**src/rtl/modulo_dispensador_rolhas.sv**
```systemverilog
`default_nettype none
// +--------------------------------------------------------------------------+
// | Module      : modulo_dispensador_rolhas                                  |
// | Description : Cork-stock consumer. Owns the 7-bit cork count, dispenses  |
// |               one cork per capping request, refuses requests on empty    |
// |               stock and runs a req/ack refill handshake with the feeder. |
// | Ports       : clk, rst        - clock, synchronous active-high reset     |
// |               pedido          - capping request (level, used in IDLE)    |
// |               rep_ack,rep_qtd - feeder acknowledge pulse and quantity    |
// |               atuador         - dispenser actuator drive                 |
// |               vedado          - pulse: cork dispensed, bottle sealed     |
// |               sem_rolha       - pulse: request refused, stock empty      |
// |               rep_req         - refill request to feeder (level)         |
// |               estoque         - current cork count (display)             |
// | Revision    : 1.0 - initial release                                      |
// +--------------------------------------------------------------------------+
module modulo_dispensador_rolhas #(
    parameter int MAX_ROLHAS  = 99,
    parameter int LIMIAR_REP  = 5,
    parameter int CICLOS_ATUA = 3
) (
    input  logic       clk,
    input  logic       rst,
    input  logic       pedido,
    input  logic       rep_ack,
    input  logic [6:0] rep_qtd,
    output logic       atuador,
    output logic       vedado,
    output logic       sem_rolha,
    output logic       rep_req,
    output logic [6:0] estoque
);

    localparam int CW = (CICLOS_ATUA > 1) ? $clog2(CICLOS_ATUA) : 1;

    localparam logic [CW-1:0] c_CNT_FIM = CW'(CICLOS_ATUA - 1);
    localparam logic [7:0]    c_MAX8    = 8'(MAX_ROLHAS);
    localparam logic [6:0]    c_MAX7    = 7'(MAX_ROLHAS);
    localparam logic [6:0]    c_LIMIAR  = 7'(LIMIAR_REP);

    localparam logic [1:0] S_IDLE     = 2'd0;
    localparam logic [1:0] S_DISPENSA = 2'd1;
    localparam logic [1:0] S_CONCLUI  = 2'd2;
    localparam logic [1:0] S_RECUSA   = 2'd3;

    logic [1:0]    state_q,   state_d;
    logic [CW-1:0] cnt_q,     cnt_d;
    logic [6:0]    estoque_q, estoque_d;
    logic          rep_req_q, rep_req_d;
    logic          bloq_q,    bloq_d;    // suppresses rep_req the cycle after an ack

    logic          w_dec;                // stock decrement on the DISPENSA->CONCLUI edge
    logic          w_ack;
    logic [7:0]    w_soma;

    // ------------------------------------------------------------------
    // State register
    // ------------------------------------------------------------------
    always_ff @(posedge clk) begin
        if (rst) begin
            state_q   <= S_IDLE;
            cnt_q     <= '0;
            estoque_q <= '0;
            rep_req_q <= 1'b0;
            bloq_q    <= 1'b0;
        end else begin
            state_q   <= state_d;
            cnt_q     <= cnt_d;
            estoque_q <= estoque_d;
            rep_req_q <= rep_req_d;
            bloq_q    <= bloq_d;
        end
    end

    // ------------------------------------------------------------------
    // Next-state logic
    // ------------------------------------------------------------------
    always_comb begin
        state_d = state_q;
        cnt_d   = cnt_q;
        w_dec   = 1'b0;
        case (state_q)
            S_IDLE: begin
                if (pedido) begin
                    if (estoque_q != 7'd0) begin
                        state_d = S_DISPENSA;
                        cnt_d   = '0;
                    end else begin
                        state_d = S_RECUSA;
                    end
                end
            end
            S_DISPENSA: begin
                if (cnt_q == c_CNT_FIM) begin
                    // Decrement lands together with vedado in the CONCLUI cycle
                    state_d = S_CONCLUI;
                    w_dec   = 1'b1;
                end else begin
                    cnt_d = cnt_q + 1'b1;
                end
            end
            // RECUSA is a one-cycle gap so a held request pulses sem_rolha 1,0,1,0
            S_CONCLUI: state_d = S_IDLE;
            S_RECUSA:  state_d = S_IDLE;
            default:   state_d = S_IDLE;
        endcase
    end

    // ------------------------------------------------------------------
    // Stock arithmetic and refill handshake
    // ------------------------------------------------------------------
    always_comb begin
        w_ack  = rep_ack & rep_req_q;
        // DISPENSA is entered only with stock > 0 and stock never drops
        // mid-dispense, so the subtraction cannot wrap.
        w_soma = {1'b0, estoque_q}
               + (w_ack ? {1'b0, rep_qtd} : 8'd0)
               - {7'd0, w_dec};
        if (w_soma > c_MAX8) begin
            estoque_d = c_MAX7;
        end else begin
            estoque_d = w_soma[6:0];
        end

        bloq_d = w_ack;
        if (w_ack) begin
            rep_req_d = 1'b0;
        end else if (rep_req_q) begin
            rep_req_d = 1'b1;
        end else begin
            rep_req_d = !bloq_q && (estoque_q <= c_LIMIAR);
        end
    end

    // ------------------------------------------------------------------
    // Outputs: decoded from registers, forced low while rst is high
    // ------------------------------------------------------------------
    always_comb begin
        atuador   = !rst && (state_q == S_DISPENSA);
        vedado    = !rst && (state_q == S_CONCLUI);
        sem_rolha = !rst && (state_q == S_RECUSA);
        rep_req   = !rst && rep_req_q;
        estoque   = rst ? 7'd0 : estoque_q;
    end

endmodule
`default_nettype wire

```
**config.mk**
```make
export PLATFORM = sky130hd
export DESIGN_NAME = modulo_dispensador_rolhas
export DESIGN_NICKNAME = d
export VERILOG_FILES = /design/src/rtl/modulo_dispensador_rolhas.sv
export SDC_FILE = /design/constraint.sdc
export NUM_CORES = 1
export LEC_CHECK = 0
export CAP_MARGIN = 5
export CORE_UTILIZATION = 25
export DETAILED_ROUTE_END_ITERATION = 16
export PLACE_DENSITY = 0.51
export SETUP_SLACK_MARGIN = 0.5
export SYNTH_ARGS = -nofsm -noshare
export SYNTH_HDL_FRONTEND = slang
export SYNTH_SLANG_ARGS = --single-unit
export TNS_END_PERCENT = 50
```
**constraint.sdc**
```tcl
create_clock -name clk -period 3.5 [get_ports clk]
set_clock_uncertainty 0.15 [all_clocks]
set_input_delay 0.875 -clock clk [delete_from_list [all_inputs] [get_ports clk]]
set_output_delay 0.875 -clock clk [all_outputs]
set_load 0.05 [all_outputs]
```
==> run metrics <==
leakage power=just over 0.0008 µW; CP Max Fanout=10; Final Hold Fails=0; Worst setup EP type=register; most frequent cells in the layout=23 x buf_4, 18 x inv_1, 14 x nor2_1, 13 x dfxtp_1, 10 x buf_12; Slew Limit Fails=0; critical path class=in2reg; area delta synth->final=64.3%; synthesized cell area=between 1000 and 1500 µm²; setup slack, reg-to-reg=between 0.3 and 0.4 ns; power per cell area=1030 nW/µm²; Die Wd=roughly 70 µm; slew margin rel.=0.666; GP Congestion=0.903; clock latency on the worst-skew pair=roughly 0.24 ns; min-delay worst type=reg2reg; vias=1130; Final ANT Viol Nets=0; Worst-path clk slew=approximately 0.05 ns; vias in the first global route=1209; Routed WL per cell=about 12 µm; I/O pin total=22; largest net degree at the start of global routing=12; clock root buffer=clkbuf_8; ant diodes=0; Finished Cell Area=1910 µm²; floorplan die height=between 70 and 80 µm; CTS tree=yes; FF-to-FF path depth=13; DRC=0; Data required, critical path=between 3 and 4 ns; YS warnings=0; # fillers=418; Yosys reg bits=13; Port Buf Inserts=21; worst hold slack=between 0.3 and 0.4 ns; final setup fails=0; Hold Path Depth=2; final core occ=0.432; hold_sp=cnt_q[1]; R2R Path End=estoque_q[1]; final WL=2990 µm; area of placed instances=1660 µm²; htree depth=1; syn_nets=between 150 and 200; status=complete, no violations; global-route wire length before repair=around 5300 µm; Pre-Repair DR Iteration Count=4; CORE AREA=4410 µm²; Die ar.=4920 µm²; final period utilization=0.917; cts bufs inserted=3; starting density of the core=0.263; reg2reg start=cnt_q[0]; post-synth cell types=45; most common cell after layout, fill and taps aside=buf_4; hold path endpoint=cnt_q[1]; share of layout cells above drive strength 1=0.367; Max Cap Viol=0; worst-case clock buffer depth=2; clock sink count=13; Nets=around 220; Hold Buf Count CTS=0; Slew @ Worst Pin=just under 0.5 ns; fmax=312 MHz; vias per inst=4.71; initial antenna violation count=0; hpwl dp=between 2000 and 2500 µm; DRT iter0 DRCs=32; post-synthesis average cell area=~8 µm²; FP Rows=24; Syn Inst Count=around 150; Tot GR Track Use=0.131; RSZ-0062 raised after global routing=true; gr ovfl total=0; post-synthesis sequential area ratio=0.224; worst-case vdd ir drop=between 300 and 400 µV; arrival time worst endpoint=3.24 ns; min Tclk post-route=between 3 and 4 ns; element type at the critical path start=primary input; Pwr Total=just under 2000 µW
## worst max-delay path, cell delays in order
cell             delay (ns)
clkdlybuf4s50_1        0.49
nand2_1                0.06
ha_1                   0.27
inv_1                  0.09
ha_4                   0.23
and3_4                 0.18
a221oi_4               0.26
xor2_1                 0.09
buf_4                  0.16
nor4b_4                0.35
o31a_1                 0.17
## flip-flops by register name (all words and copies together) (netlist names)
name,count
estoque_q,7
cnt_q,2
state_q,2
bloq_q,1
rep_req_q,1
## layer usage
layer  wire [µm]  track usage  share of wire  vias up
met3          78       0.0260          0.026        5
met4          39       0.0311          0.013        0
met1        1310        0.149           0.44      523
met2        1560        0.249           0.52       17
li1            -            -              -      585
met5           0            0              0        -
## Yosys cell counts, drive strengths merged
library cell / instances / area share
a21oi: 7 / 0.030
a311oi: 1 / 0.0075
xor2: 3 / 0.023
dfxtp: 13 / 0.22
and3: 3 / 0.016
a221oi: 1 / 0.013
o22ai: 1 / 0.0054
nand4: 1 / 0.0054
nand2b: 5 / 0.027
a31oi: 1 / 0.0054
a21boi: 1 / 0.0065
nor4: 4 / 0.022
nor3: 1 / 0.0043
o21ai: 2 / 0.0086
nor2: 14 / 0.045
fa: 1 / 0.017
and3b: 1 / 0.0075
a211oi: 1 / 0.0065
nor3b: 3 / 0.019
and2b: 1 / 0.0075
nand3: 1 / 0.0043
a221o: 1 / 0.0086
a211o: 1 / 0.0075
a21o: 5 / 0.033
o31a: 2 / 0.015
nor4b: 4 / 0.048
or3: 1 / 0.0054
and2: 3 / 0.016
xnor2: 1 / 0.0075
or2: 1 / 0.0054
o2bb2ai: 1 / 0.0075
buf: 2 / 0.014
clkbuf: 4 / 0.013
a2111oi: 1 / 0.0075
ha: 15 / 0.16
nor2b: 2 / 0.011
o31ai: 1 / 0.0065
inv: 23 / 0.074
nand2: 9 / 0.029
o41ai: 1 / 0.014
a41o: 1 / 0.0086
## metrics by stage
stage | cells | TNS, ns | setup slack [ns]
after floorplan | 145 | 0 | 0.190
after global placement | 228 | -2.38 | -0.406
after detailed placement | 228 | -2.52 | -0.420
after CTS | 240 | 0 | 0.274
after global routing | 240 | 0 | 0.189
final | 240 | 0 | 0.291
## what timing repair did
action	in CTS	in global routing
gates resized for setup	29	7
buffers inserted	8	0
pin swaps	19	5
setup endpoints to repair	17	7
## cell families (layout without fill, tap and decap cells)
family                     Yosys count  after routing  synth area share
AOI/OAI and AO/OA                   29             29             0.192
DFF                                 13             13             0.224
adders and majority gates           16             16             0.179
xor gates and xnor gates             4              4            0.0302
and+or+nand+nor                     54             54             0.274
buffers and inverters               29             72             0.101
## worst max-delay path by stage
stage                    start      endpoint  slack [ns]  cells past startpoint
floorplan              rep_ack  estoque_q[0]        0.19                     12
global placement       rep_ack  estoque_q[1]       -0.41                     12
detailed placement     rep_ack  estoque_q[1]       -0.42                     12
CTS                    rep_ack  estoque_q[1]        0.27                     13
global route           rep_ack  estoque_q[1]        0.19                     13
finish              rep_qtd[3]  estoque_q[1]        0.29                     11
## layout make-up
class	instances	area, µm²	area share
Clock inverter	1	5.00	0.00262
Sequential cell	13	260	0.136
Timing Repair Buffer	45	492	0.258
Tap cell	52	65.1	0.0341
Multi-Input combinational cell	103	958	0.502
Inverter	23	86.3	0.0452
Clock buffer	3	41.3	0.0216
## power by group
group | total [µW] | switching, µW | internal [µW]
registers | 225 | 31.6 | 193
clock network | 129 | 50.7 | 78.4
logic | 1620 | 774 | 844
Note: power is estimated with default switching activity, not from simulation.
